===== src/rtl/mips_multicycle_ctrl_pkg.sv =====
// Shared opcode/funct codes, ALU op codes and FSM state encoding for the controller.
// Latency: none (constants and a pure function).
// Backpressure: not applicable.
package mips_multicycle_ctrl_pkg;

  // Primary opcodes (inst[31:26])
  localparam logic [5:0] OP_RTYPE = 6'h00;
  localparam logic [5:0] OP_ADDI  = 6'h08;
  localparam logic [5:0] OP_ANDI  = 6'h0c;
  localparam logic [5:0] OP_ORI   = 6'h0d;
  localparam logic [5:0] OP_XORI  = 6'h0e;

  // R-format function codes (inst[5:0])
  localparam logic [5:0] OP0_ADD = 6'h20;
  localparam logic [5:0] OP0_SUB = 6'h22;
  localparam logic [5:0] OP0_AND = 6'h24;
  localparam logic [5:0] OP0_OR  = 6'h25;
  localparam logic [5:0] OP0_XOR = 6'h26;
  localparam logic [5:0] OP0_NOR = 6'h27;

  // ALU op codes
  localparam logic [2:0] ALU_ADD = 3'd2;
  localparam logic [2:0] ALU_SUB = 3'd3;
  localparam logic [2:0] ALU_AND = 3'd4;
  localparam logic [2:0] ALU_OR  = 3'd5;
  localparam logic [2:0] ALU_NOR = 3'd6;
  localparam logic [2:0] ALU_XOR = 3'd7;

  // FSM states, IDLE must stay 0 so a cleared register is idle
  localparam logic [2:0] ST_IDLE   = 3'd0;
  localparam logic [2:0] ST_DECODE = 3'd1;
  localparam logic [2:0] ST_EXEC   = 3'd2;
  localparam logic [2:0] ST_WB     = 3'd3;
  localparam logic [2:0] ST_EXC    = 3'd4;

  function automatic logic [31:0] sign_ext16(input logic [15:0] imm);
    return {{16{imm[15]}}, imm};
  endfunction

endpackage


===== src/rtl/mips_multicycle_ctrl_decode.sv =====
// Combinational opcode/funct decoder: ALU op, write enable, dest select, operand select, illegal flag.
// Latency: zero cycles (purely combinational).
// Backpressure: none; the outputs track the opcode/funct inputs.
// Ports: opcode, funct in; alu_op, writeenable, rd_src, alu_src2, except out.
module mips_decode
  import mips_multicycle_ctrl_pkg::*;
(
  input  logic [5:0] opcode,
  input  logic [5:0] funct,
  output logic [2:0] alu_op,
  output logic       writeenable,
  output logic       rd_src,
  output logic       alu_src2,
  output logic       except
);

  always_comb begin
    alu_op      = 3'd0;
    writeenable = 1'b0;
    rd_src      = 1'b0;
    alu_src2    = 1'b0;
    except      = 1'b1;
    case (opcode)
      OP_RTYPE: begin
        except      = 1'b0;
        writeenable = 1'b1;
        case (funct)
          OP0_ADD: alu_op = ALU_ADD;
          OP0_SUB: alu_op = ALU_SUB;
          OP0_AND: alu_op = ALU_AND;
          OP0_OR:  alu_op = ALU_OR;
          OP0_NOR: alu_op = ALU_NOR;
          OP0_XOR: alu_op = ALU_XOR;
          default: begin
            except      = 1'b1;
            writeenable = 1'b0;
          end
        endcase
      end
      OP_ADDI, OP_ANDI, OP_ORI, OP_XORI: begin
        except      = 1'b0;
        writeenable = 1'b1;
        rd_src      = 1'b1;
        alu_src2    = 1'b1;
        case (opcode)
          OP_ADDI: alu_op = ALU_ADD;
          OP_ANDI: alu_op = ALU_AND;
          OP_ORI:  alu_op = ALU_OR;
          default: alu_op = ALU_XOR;
        endcase
      end
      default: ;
    endcase
  end

endmodule


===== src/rtl/mips_multicycle_ctrl.sv =====
// Multi-cycle sequencer: accept instruction, DECODE (rf read), EXEC, WB (write/retire) or EXC (drop).
// Latency: accept->writeback 3 cycles, next accept 4 cycles later; EXC exits one cycle earlier.
// Backpressure: inst_ready only in IDLE without flush; wb_stall holds WB; flush aborts to IDLE.
// Ports: clock/reset(async low); inst_valid/inst/inst_ready handshake; flush, wb_stall controls;
//        rf_rs_num/rf_rt_num/rf_re reads; imm_ext/alu_op/alu_src2 ALU; rf_wr_num/rf_we write;
//        retire/except pulses; busy; retired_count.
module mips_multicycle_ctrl
  import mips_multicycle_ctrl_pkg::*;
#(
  parameter int CNT_W = 8
) (
  input  logic             clock,
  input  logic             reset,
  input  logic             inst_valid,
  input  logic [31:0]      inst,
  output logic             inst_ready,
  input  logic             flush,
  input  logic             wb_stall,
  output logic [4:0]       rf_rs_num,
  output logic [4:0]       rf_rt_num,
  output logic             rf_re,
  output logic [31:0]      imm_ext,
  output logic [2:0]       alu_op,
  output logic             alu_src2,
  output logic [4:0]       rf_wr_num,
  output logic             rf_we,
  output logic             retire,
  output logic             except,
  output logic             busy,
  output logic [CNT_W-1:0] retired_count
);

  logic [2:0]  state_q, state_nxt;
  logic [31:0] instr_q;

  logic [2:0]  dec_alu_op;
  logic        dec_we, dec_rd_src, dec_alu_src2, dec_except;

  logic [2:0]  alu_op_q;
  logic        we_q, rd_src_q, alu_src2_q;
  logic [CNT_W-1:0] cnt_q;

  mips_decode u_decode (
    .opcode      (instr_q[31:26]),
    .funct       (instr_q[5:0]),
    .alu_op      (dec_alu_op),
    .writeenable (dec_we),
    .rd_src      (dec_rd_src),
    .alu_src2    (dec_alu_src2),
    .except      (dec_except)
  );

  assign inst_ready = (state_q == ST_IDLE) && !flush;

  always_comb begin
    state_nxt = state_q;
    case (state_q)
      ST_IDLE:   if (inst_valid && inst_ready) state_nxt = ST_DECODE;
      ST_DECODE: state_nxt = dec_except ? ST_EXC : ST_EXEC;
      ST_EXEC:   state_nxt = ST_WB;
      ST_WB:     if (!wb_stall) state_nxt = ST_IDLE;
      ST_EXC:    state_nxt = ST_IDLE;
      default:   state_nxt = ST_IDLE;
    endcase
    // flush wins over stall and over the exception path
    if (flush && (state_q != ST_IDLE)) state_nxt = ST_IDLE;
  end

  always_ff @(posedge clock or negedge reset) begin
    if (!reset) begin
      state_q    <= ST_IDLE;
      instr_q    <= '0;
      alu_op_q   <= '0;
      we_q       <= 1'b0;
      rd_src_q   <= 1'b0;
      alu_src2_q <= 1'b0;
      cnt_q      <= '0;
    end else begin
      state_q <= state_nxt;
      if (inst_valid && inst_ready) instr_q <= inst;
      if (state_q == ST_DECODE) begin
        alu_op_q   <= dec_alu_op;
        we_q       <= dec_we;
        rd_src_q   <= dec_rd_src;
        alu_src2_q <= dec_alu_src2;
      end
      if (retire) cnt_q <= cnt_q + CNT_W'(1);
    end
  end

  // In DECODE the registered copies are not loaded yet, so present the live decode
  logic in_decode;
  logic rd_src_sel;
  assign in_decode  = (state_q == ST_DECODE);
  assign rd_src_sel = in_decode ? dec_rd_src : rd_src_q;

  assign rf_rs_num     = instr_q[25:21];
  assign rf_rt_num     = instr_q[20:16];
  assign imm_ext       = sign_ext16(instr_q[15:0]);
  assign rf_re         = in_decode;
  assign alu_op        = in_decode ? dec_alu_op   : alu_op_q;
  assign alu_src2      = in_decode ? dec_alu_src2 : alu_src2_q;
  assign rf_wr_num     = rd_src_sel ? instr_q[20:16] : instr_q[15:11];
  assign retire        = (state_q == ST_WB) && !wb_stall && !flush;
  assign rf_we         = retire && we_q;
  assign except        = (state_q == ST_EXC) && !flush;
  assign busy          = (state_q != ST_IDLE);
  assign retired_count = cnt_q;

endmodule


===== config.mk =====
export PLATFORM = sky130hd
export DESIGN_NAME = mips_multicycle_ctrl
export DESIGN_NICKNAME = d
export VERILOG_FILES = /design/src/rtl/mips_multicycle_ctrl_pkg.sv /design/src/rtl/mips_multicycle_ctrl_decode.sv /design/src/rtl/mips_multicycle_ctrl.sv
export SDC_FILE = /design/constraint.sdc
export NUM_CORES = 1
export LEC_CHECK = 0
export BUFFER_PORTS_ARGS = -buffer_cell sky130_fd_sc_hd__buf_2
export CAP_MARGIN = 10
export CORE_MARGIN = 3
export CORE_UTILIZATION = 35
export CTS_CLUSTER_DIAMETER = 40
export DETAILED_ROUTE_END_ITERATION = 10
export GPL_ROUTABILITY_DRIVEN = 0
export HOLD_SLACK_MARGIN = 0.12
export PLACE_DENSITY_LB_ADDON = 0.25
export SLEW_MARGIN = 20
export SYNTH_ARGS = -nofsm -noshare
export SYNTH_HDL_FRONTEND = slang
export SYNTH_SLANG_ARGS = --single-unit
export TNS_END_PERCENT = 5

===== constraint.sdc =====
create_clock -name clock -period 1.6 [get_ports clock]
set_input_delay 0.08 -clock clock [delete_from_list [all_inputs] [get_ports clock]]
set_output_delay 0.08 -clock clock [all_outputs]
set_load 0.02 [all_outputs]

==> metrics.md, run 1 <==
| Metric | Value |
|---|---|
| Worst path slowest cell | or4_4 |
| Period utilization | 133.6% |
| Worst skew pair latency | 0.29 ns |
| Final worst slack | -0.5373 ns |
| Vias in the first global route | 1921 |
| DP Wirelength | about 3700 um |
| Asr flop ratio synth | 100.0% |
| Total Wirelength | 5371 um |
| Global-route wire length before repair | approximately 9000 um |
| PortBufs | 101 |
| Register area share after synthesis | 49.20% |
| Peak supply drop | 0.5575 mV |
| Io pins | between 100 and 150 |
| Initial core utilization | 36.48% |
| All-layer global routing usage | about an eighth |
| Post-Syn Area | ~2500 um2 |
| Total of max-cap violations | 0 |
| Post-Syn Area per Cell | around 12 um2 |
| Syn_nets | between 200 and 250 |
| Final net count | 363 |
| Met3 usage | approximately 3.7% |
| Drt initial violations | 35 |
| Initial antenna violation count | 0 |
| Area growth syn-to-layout | 46.18% |
| Critical Path Sink Type | output pin |
| Worst-Margin Slew | 0.4301 ns |
| Hold Crit Class | in2reg |
| Dominant cells by area after synthesis | dfrtp_1 (49%), mux2_2 (16%), buf_4 (13%) |
| Synth cell types | 42 |
| Largest net degree at the start of global routing | 33 |
| Ys Warns | 0 |
| Fmax | 467.9 MHz |
| Post-DRT Antenna Nets | 0 |
| Failing checks | setup timing |
| Slew headroom | a little under three quarters |
| Layer with the highest usage | met2 |
| Critical Path RT | 1.52 ns |
| CTS tree | yes |
| H-tree levels | 2 |
| Post-Route Skew | 0.01316 ns |
| Die span in y | roughly 90 um |
| Post-synth EDFFs | 0 |
| Final Setup Violations | 13 |
| Vias/cell | 4.431 |
| Status | finished with violations |
| Crit path largest cell delay | roughly 0.62 ns |
| CTS root buf | clkbuf_8 |
| Leakage | 1.755 nW |
| Slew Viols, Final | 0 |
| Vias | approximately 1900 |
| Core Area | 6832 um2 |
| Die area | 8169 um2 |
| CP arrival | approximately 2.1 ns |
| Total Power | 0.004212 W |
| CP startpoint kind | register |
| Number of synthesized register bits | 49 |
| Clock sink count | 49 |
| Area share of the largest cell type after synthesis | 49.20% |
| Crit-path max FO | 5 |
| Leading area contributor after synthesis | dfrtp_1 |
| Hold Vio Cnt, Final | 0 |
| Layout cells sized above 1 | 59.20% |
| Post-synth top flop | dfrtp_1 |
| Max Buffers Root-to-Sink | 2 |
| 1st-pass router iterations | 4 |
| Hold Slack | 0.2108 ns |
| Syn Inst Count | 204 |
| RSZ-0062 raised after global routing | yes |
| Crit-path cells | or3b_4 > or4_4 > o21ai_4 > buf_6 |
| Crit Path Class | reg2out |
| Post-CTS Setup Inserts | 0 |
| M1 GR Usage | roughly 16% |
| DRC | 0 |
| Rows | 30 |
| Num CTS Buffers | 5 |
| Setup TNS | -4.439 ns |
| Clock Pin Slew Worst Setup and Hold Paths | 0.09 ns |
| Number of diodes | 0 |
| Power Dens Cells | about 1200 nW/um2 |
| GRT overflow | 0 |
| Fin crit period | between 2 and 2.5 ns |
| WL per Instance | 12.73 um |
| Met2 Usage GRT | between 20% and 30% |
| Die X | 90.39 um |
registers in the layout, summed over array words and instances, names as in the netlist:
register,flops
alu_op_q,3
alu_src2_q,1
instr_q,32
rd_src_q,1
retired_count,8
state_q,3
we_q,1
synthesized netlist by cell type, types with 3 or more instances:
master   count
dfrtp_1     49
buf_4       42
mux2_2      35
xnor2_1      6
nand2_1      5
nor2_1       4
nor4_1       4
a21oi_1      3
buf_2        3
inv_1        3
mux2_1       3
nand3_1      3
nand4_1      3
o21ai_1      3
xor2_1       3
kinds of logic after synthesis:
kind of cell	after synthesis	synth area share (%)
xor+xnor	9	3.163
fa+ha+maj	2	0.9036
mux	40	17.97
buf+inv	51	14.46
compound gates	14	4.016
flops	49	49.20
simple gates	39	10.29
final timing paths:
check                                 startpoint          endpoint  slack [ns]  cells past startpoint
min in group asynchronous                  reset       instr_q[21]        0.25                      2
worst min register to register  retired_count[7]  retired_count[7]        0.47                      1
worst max register to register        state_q[2]       alu_op_q[2]       -0.10                      3
max in group asynchronous                  reset        state_q[1]        0.83                      3
worst max-delay path                  state_q[2]         alu_op[2]       -0.54                      4
worst min-delay path                  inst_valid        state_q[0]        0.21                      4
cells in the final DEF, fill, tap and decap left out, types with 2 or more instances in the layout:
cell type	Yosys	routed
nand2_2	1	2
nor3_1	2	2
buf_4	42	27
xor2_1	3	3
clkbuf_8	0	6
buf_6	1	7
nor2b_1	2	2
mux2_1	3	3
nand2_1	5	3
dlygate4sd3_1	0	34
nor2_1	4	4
nor4_4	0	2
dfrtp_1	49	48
or4_4	2	2
or3b_4	1	3
buf_12	0	3
o21ai_4	1	5
buf_2	3	91
mux2i_1	2	2
a21oi_1	3	3
nor4b_1	2	2
nor4_1	4	2
mux2_4	0	5
nand3_1	3	3
nand4_1	3	3
mux2_2	35	30
xnor2_1	6	6
inv_1	3	2
what timing repair did:
action | 4_1_cts | 5_1_grt
setup endpoints to repair | 30 | 37
gates resized for setup | 15 | 17
pin swaps | 2 | 1
endpoints found under the hold margin | 83 | 0
hold buffers | 34 | 0
area by class of cell:
type,count,area [um2]
multi-input cells,104,1027
inverters,3,15.01
fillers,641,3188
clock inverters,1,30.03
clock buffers,7,86.33
repair buffers,162,1137
flip-flops and latches,49,1227
well taps,96,120.1
per-layer routing:
layer	wire length, um	share of wire (%)
met1	2367	44
met2	2681	50
met3	279	5.2
met4	43	0.80
met5	0	0
stage by stage:
| stage | utilization, % | setup slack, ns | cell area (um2) | cells |
|---|---|---|---|---|
| after floorplan | - | -0.2215 | 2559 | 204 |
| after global placement | 45.02 | -0.2497 | 3075 | 380 |
| after detailed placement | 45.02 | -0.2558 | 3075 | 380 |
| after CTS | 52.49 | -0.5641 | 3586 | 422 |
| after global routing | 53.33 | -0.6188 | 3643 | 422 |
| final | 53.33 | -0.5373 | 3643 | 422 |
power by group:
part / leakage [nW] / internal [W] / total, W / switching, W
clock network: 0.0585 / 0.000511 / 0.000921 / 0.000410
registers: 0.609 / 0.00146 / 0.00162 / 0.000160
logic: 1.09 / 0.000783 / 0.00167 / 0.000890
total: 1.75 / 0.00275 / 0.00421 / 0.00146
critical path: cells and delay by family, from the launching register on:
family / cells / cell delay [ns]
compound gates: 1 / 0.19
buf+inv: 1 / 0.13
flops: 1 / 0.39
simple gates: 2 / 1.06
No activity file was read; power rests on OpenSTA's default activity.
==> run 2, diff against run 1 <==
--- a/config.mk
+++ b/config.mk
@@ -8,7 +8,7 @@
 export BUFFER_PORTS_ARGS = -buffer_cell sky130_fd_sc_hd__buf_2
 export CAP_MARGIN = 10
 export CORE_MARGIN = 3
-export CORE_UTILIZATION = 35
+export CORE_UTILIZATION = 43
 export CTS_CLUSTER_DIAMETER = 40
 export DETAILED_ROUTE_END_ITERATION = 10
 export GPL_ROUTABILITY_DRIVEN = 0
==> run 2 against run 1 <==
Against the previous run:
- the flow still finishes with violations (setup timing)
- core utilization increased by 12 points
- design area increased by 0.14%
- flip-flop and latch count unchanged
- wire length increased by 1.5%
- first-iteration DRC count decreased by 46%
- sequential power about the same
- via count increased by 1.4%
- total power increased by 3.7%
- fmax increased by 0.42%
- global-route usage increased by 3.0 points
- largest cell class unchanged
- final cell count decreased by 5.7%
- critical endpoint unchanged
- die area decreased by 17%
==> metrics.md, run 2 (synthesis gave the netlist of run 1 again) <==
| Metric | Value |
|---|---|
| Initial core utilization | 44.71% (+8.2 points) |
| Vias | 1896 (+1.4%) |
| All-layer global routing usage | 16.34% (+3.0 points) |
| Vias/cell | 4.764 (+7.5%) |
| Num CTS Buffers | 5 (unchanged) |
| CTS root buf | clkbuf_8 |
| Area growth syn-to-layout | 46.39% |
| Fmax | 469.8 MHz (+0.42%) |
| Max FFs per register | 32 (unchanged) |
| Hold Crit Class | in2reg |
| Status | finished with violations |
| Final Instance Area | 3649 um2 (+0.14%) |
| Critical Path Sink Type | output pin |
| Global-route wire length before repair | 8445 um (-6.2%) |
| Crit Path Class | reg2out |
| Period utilization | 133.0% (-0.56 points) |
| Crit-path max FO | 4 (-1) |
| Layout cells sized above 1 | 59.82% (+0.61 points) |
| Total Wirelength | 5454 um (+1.5%) |
| Biggest register | instr_q |
| Hold Slack | 0.2067 ns (-0.004090 ns) |
| Final Setup Violations | 15 (+2) |
| Peak supply drop | 0.8942 mV (+60%) |
| CTS tree | yes |
| Clock sink count | 49 (unchanged) |
| Core Area | 5574 um2 (-18%) |
| Io pins | 102 (unchanged) |
| Clock Pin Slew Worst Setup and Hold Paths | 0.09 ns (about the same) |
| Rows | 27 (-10%) |
| Worst-Margin Slew | 0.4546 ns (+0.02453 ns) |
| Post-DRT Antenna Nets | 0 (unchanged) |
| CP arrival | 2.05 ns (about the same) |
| Post-Route Skew | 0.003190 ns (-0.009970 ns) |
| PortBufs | 101 (unchanged) |
| Power Dens Cells | 1197 nW/um2 (+3.6%) |
| Final worst slack | -0.5284 ns (+0.008925 ns) |
| Final cell count without fillers | 398 (-5.7%) |
| CP startpoint kind | register |
| Number of diodes | 0 (unchanged) |
| 1st-pass router iterations | 2 (-2) |
| Final Core Density | 65.45% (+12 points) |
| Fill cell count | 476 (-26%) |
| Vias in the first global route | 1862 (-3.1%) |
| Initial antenna violation count | 0 (unchanged) |
| Commonest non-fill, non-tap cells in the layout | buf_2 (88), dfrtp_1 (48), dlygate4sd3_1 (34) |
| Slew headroom | 69.69% (-1.6 points) |
| DRC | 0 (unchanged) |
| Critical Path RT | 1.52 ns (about the same) |
| Drt initial violations | 19 (-46%) |
| Slew Viols, Final | 0 (unchanged) |
| Total of max-cap violations | 0 (unchanged) |
| Leakage | 1.768 nW (+0.76%) |
| Commonest non-fill, non-tap cell in the layout | buf_2 |
| Largest net degree at the start of global routing | 24 (-27%) |
| Total Power | 0.004369 W (+3.7%) |
| Placed Instance Area | 3033 um2 (-1.4%) |
| RSZ-0062 raised after global routing | yes |
| Post-CTS Setup Inserts | 0 (unchanged) |
| Die area | 6746 um2 (-17%) |
| Fin crit period | 2.128 ns (-0.008925 ns) |
| DP Wirelength | 3762 um (+0.71%) |
| Failing checks | setup timing |
| WL per Instance | 13.70 um (+7.7%) |
| Worst skew pair latency | 0.30 ns (about the same) |
| Max Buffers Root-to-Sink | 2 (unchanged) |
| H-tree levels | 2 (unchanged) |
| Final net count | 363 (unchanged) |
| Die span in y | 82.14 um (-9.1%) |
| Dpl cells | 356 (-6.3%) |
| Die X | 82.14 um (-9.1%) |
| Hold Vio Cnt, Final | 0 (unchanged) |
| GRT overflow | 0 (unchanged) |
==> run 2: per-stage QoR <==
step | TNS (ns) | worst slack (ns)
global route | -6.374 | -0.6075
floorplan | -5.601 | -0.2215
finish | -4.352 | -0.5284
CTS | -4.698 | -0.5526
global placement | -1.834 | -0.2425
detailed placement | -1.979 | -0.2410
==> run 2: layout make-up <==
| type | instances | area, um2 | area share, % |
|---|---|---|---|
| flip-flops and latches | 49 | 1227 | 33.64 |
| repair buffers | 162 | 1140 | 31.24 |
| multi-input cells | 104 | 1042 | 28.57 |
| well taps | 72 | 90.09 | 2.469 |
| clock buffers | 5 | 68.82 | 1.886 |
| clock inverters | 3 | 65.06 | 1.783 |
| inverters | 3 | 15.01 | 0.4115 |
==> run 2: repair_timing <==
action | 4_1_cts | 5_1_grt
hold buffers | 34 | 0
endpoints found under the hold margin | 52 | 0
endpoints found under the setup margin | 19 | 51
gates resized for setup | 17 | 21
gates cloned | 0 | 0
pin swaps | 2 | 3
==> run 2: critical path: stages (launching register included) <==
cell and delay (ns):
dfrtp_1 0.38, or3b_4 0.43, or4_4 0.61, o21ai_4 0.17, buf_4 0.15
==> run 2: final timing paths <==
check                           slack (ns)  cells after the start             start          endpoint
worst min register to register        0.49                      1  retired_count[5]  retired_count[5]
worst max-delay path                 -0.53                      4        state_q[2]         alu_op[2]
max in group asynchronous             0.76                      3             reset       instr_q[25]
worst min-delay path                  0.21                      4        inst_valid        state_q[0]
worst max register to register       -0.09                      3        state_q[2]       alu_op_q[1]
min in group asynchronous             0.25                      2             reset  retired_count[5]
==> run 2: routing by layer <==
layer / vias to the layer above / global-route usage [%] / routed length [um]
met5: - / 0 / 0
met4: 0 / 3.987 / 24
met3: 2 / 3.796 / 295
met2: 56 / 29.64 / 2961
met1: 925 / 19.45 / 2174
li1: 913 / - / -
==> run 2: where the power goes <==
part           switching [W]  internal (W)  total [W]
Clock               0.000410      0.000621    0.00103
Sequential          0.000160       0.00146    0.00162
Combinational       0.000909      0.000810    0.00172
==> run 3, diff against run 2 <==
==> constraint.sdc (replaced) <==
create_clock -name clock -period 1.7 [get_ports clock]
set_input_delay 0.085 -clock clock [delete_from_list [all_inputs] [get_ports clock]]
set_output_delay 0.085 -clock clock [all_outputs]
set_load 0.02 [all_outputs]
==> run 3 against run 2 <==
Against the previous run:
- sequential share of layout area is 0.55 points higher
- clock power shrank 15%
- die area stayed put
- final cell count shrank 0.75%
- total power fell by 8.2%
- the run still ends with setup timing left
- setup slack gained 0.085 ns
- flip-flop and latch count is the same
- first-iteration DRC count rose to 4.1 times the previous value
- design area decreased by 1.6%
- clock skew about the same
==> metrics.md, run 3 (synthesis gave the netlist of run 1 again) <==
| Metric | Value |
|---|---|
| Final worst slack | -0.4432 ns (+0.08521 ns) |
| H-tree levels | 2 (unchanged) |
| Final cell count without fillers | 395 (-0.75%) |
| Total of max-cap violations | 0 (unchanged) |
| Worst-Margin Slew | 0.5281 ns (+0.07349 ns) |
| Worst reg-to-reg path cell count | 3 (unchanged) |
| Global-route wire length before repair | 8721 um (+3.3%) |
| Number of diodes | 0 (unchanged) |
| Clock Pin Slew Worst Setup and Hold Paths | 0.09 ns (about the same) |
| Leakage | 1.748 nW (-1.1%) |
| Commonest non-fill, non-tap cells in the layout | buf_2 (92), dfrtp_1 (48), dlygate4sd3_1 (34) |
| Power Dens Cells | 1117 nW/um2 (-6.7%) |
| Pre-CTS setup slack | -0.1542 ns (+0.08681 ns) |
| Largest net degree at the start of global routing | 33 (+38%) |
| Status | finished with violations |
| Crit-path cells | or3b_4 > or4_4 > o21ai_4 > buf_6 |
| Total Wirelength | 5602 um (+2.7%) |
| Crit Path Class | reg2out |
| 1st-pass router iterations | 4 (+2) |
| Vias in the first global route | 1831 (-1.7%) |
| Peak supply drop | 0.7900 mV (-12%) |
| Hold Crit Class | in2reg |
| Die span in y | 82.14 um (unchanged) |
| Core Area | 5574 um2 (unchanged) |
| Worst path slowest cell | or4_4 |
| DP Wirelength | 3692 um (-1.9%) |
| Period utilization | 126.1% |
| Initial antenna violation count | 0 (unchanged) |
| GRT overflow | 0 (unchanged) |
| Drt initial violations | 77 (+58) |
| RSZ-0062 raised after global routing | yes |
| Die area | 6746 um2 (unchanged) |
| Hold Vio Cnt, Final | 0 (unchanged) |
| Fmax | 466.6 MHz |
| Io pins | 102 (unchanged) |
| Layout cells sized above 1 | 58.82% (-0.99 points) |
| Slew Viols, Final | 0 (unchanged) |
| Final Core Density | 64.40% (-1.1 points) |
| Failing checks | setup timing |
| CTS tree | yes |
| Clock sink count | 49 (unchanged) |
| Final Instance Area | 3590 um2 (-1.6%) |
| CP arrival | 2.06 ns (about the same) |
| Worst Path Buf+Inv | 1 (unchanged) |
| Initial core utilization | 44.71% (unchanged) |
| Placed Instance Area | 3023 um2 (-0.33%) |
| Setup TNS | -3.303 ns (+1.049 ns) |
| Max FFs per register | 32 (unchanged) |
| Slew headroom | 64.79% (-4.9 points) |
| Vias | 1876 (-1.1%) |
| Crit-path max FO | 4 (unchanged) |
| Dpl cells | 353 (-0.84%) |
| Final net count | 360 (-0.83%) |
| Critical Path Sink Type | output pin |
| Vias/cell | 4.749 (-0.30%) |
| PortBufs | 101 (unchanged) |
| Die X | 82.14 um (unchanged) |
| DRC | 0 (unchanged) |
| Worst skew pair latency | 0.30 ns (about the same) |
| Max Buffers Root-to-Sink | 2 (unchanged) |
| Commonest non-fill, non-tap cell in the layout | buf_2 |
| Post-DRT Antenna Nets | 0 (unchanged) |
| Biggest register | instr_q |
| WL per Instance | 14.18 um (+3.5%) |
| All-layer global routing usage | 17.15% (+0.81 points) |
| Stages on worst setup path | 4 (unchanged) |
| CP top delay family | simple AND/OR/NAND/NOR gates |
| Final Setup Violations | 10 (-5) |
| Rows | 27 (unchanged) |
| Post-Route Skew | 0.003186 ns (-0.000004100 ns) |
| Area growth syn-to-layout | 44.03% |
| Crit path largest cell delay | 0.62 ns (about the same) |
| Num CTS Buffers | 5 (unchanged) |
| CTS root buf | clkbuf_8 |
| Critical Path RT | 1.62 ns (+0.10 ns) |
| Fin crit period | between 2 and 2.5 ns |
| Hold path cells | 4 (unchanged) |
| CP startpoint kind | register |
-- run 3: cell count changes in the layout (fill, tap and decap cells not counted), moves of 2 or more --
cell    previous run  this run
buf_4             29        22
buf_2             88        92
mux2_1             3         1
mux2_4             5         7
-- run 3: layout make-up --
| type | instances | area [um2] |
|---|---|---|
| flip-flops and latches | 49 | 1227 |
| well taps | 72 | 90.09 |
| fillers | 468 | 1984 |
| multi-input cells | 104 | 1021 |
| inverters | 3 | 15.01 |
| repair buffers | 159 | 1116 |
| clock inverters | 2 | 37.54 |
| clock buffers | 6 | 82.58 |
-- run 3: per-layer routing --
metal	track usage, %	share of wire (%)
met1	21.62	42
met2	28.68	51
met3	3.905	5.2
met4	6.478	1.4
met5	0	0
-- run 3: path summary, 6_finish.rpt --
path | startpoint | to | slack, ns
min in group asynchronous | reset | retired_count[3] | 0.30
hold / removal | inst_valid | state_q[0] | 0.21
setup reg to reg | state_q[1] | alu_op_q[0] | 0.01
hold reg to reg | retired_count[7] | retired_count[7] | 0.47
max in group asynchronous | reset | state_q[1] | 0.86
setup / recovery | state_q[1] | alu_op[0] | -0.44
-- run 3: worst reg2reg max path, delay by kind of cell (launching register included) --
family	cells	cell delay [ns]
AO/OA/AOI/OAI	1	0.18
flip-flops	1	0.41
AND/OR/NAND/NOR	2	1.03
-- run 3: repair_timing --
action,4_1_cts,5_1_grt
hold buffers,34,0
endpoints found under the setup margin,11,18
gates resized for setup,13,16
cloned,0,0
pin swaps,2,2
endpoints found under the hold margin,56,0
setup buffers,0,0
-- run 3: power breakdown --
group          internal [W]  switching (W)  total [W]  leakage, nW
Clock              0.000479       0.000398   0.000876       0.0574
Sequential          0.00137       0.000152    0.00152        0.609
Combinational      0.000760       0.000847    0.00161         1.08
-- run 3: stage by stage --
| stage | total power, W | hold WS (ns) |
|---|---|---|
| after floorplan | 0.002734 | -0.2106 |
| after global placement | 0.002951 | 0.09480 |
| after detailed placement | 0.002979 | 0.08778 |
| after CTS | 0.003968 | 0.1937 |
| after global routing | 0.004257 | 0.2676 |
| final | 0.004009 | 0.2081 |
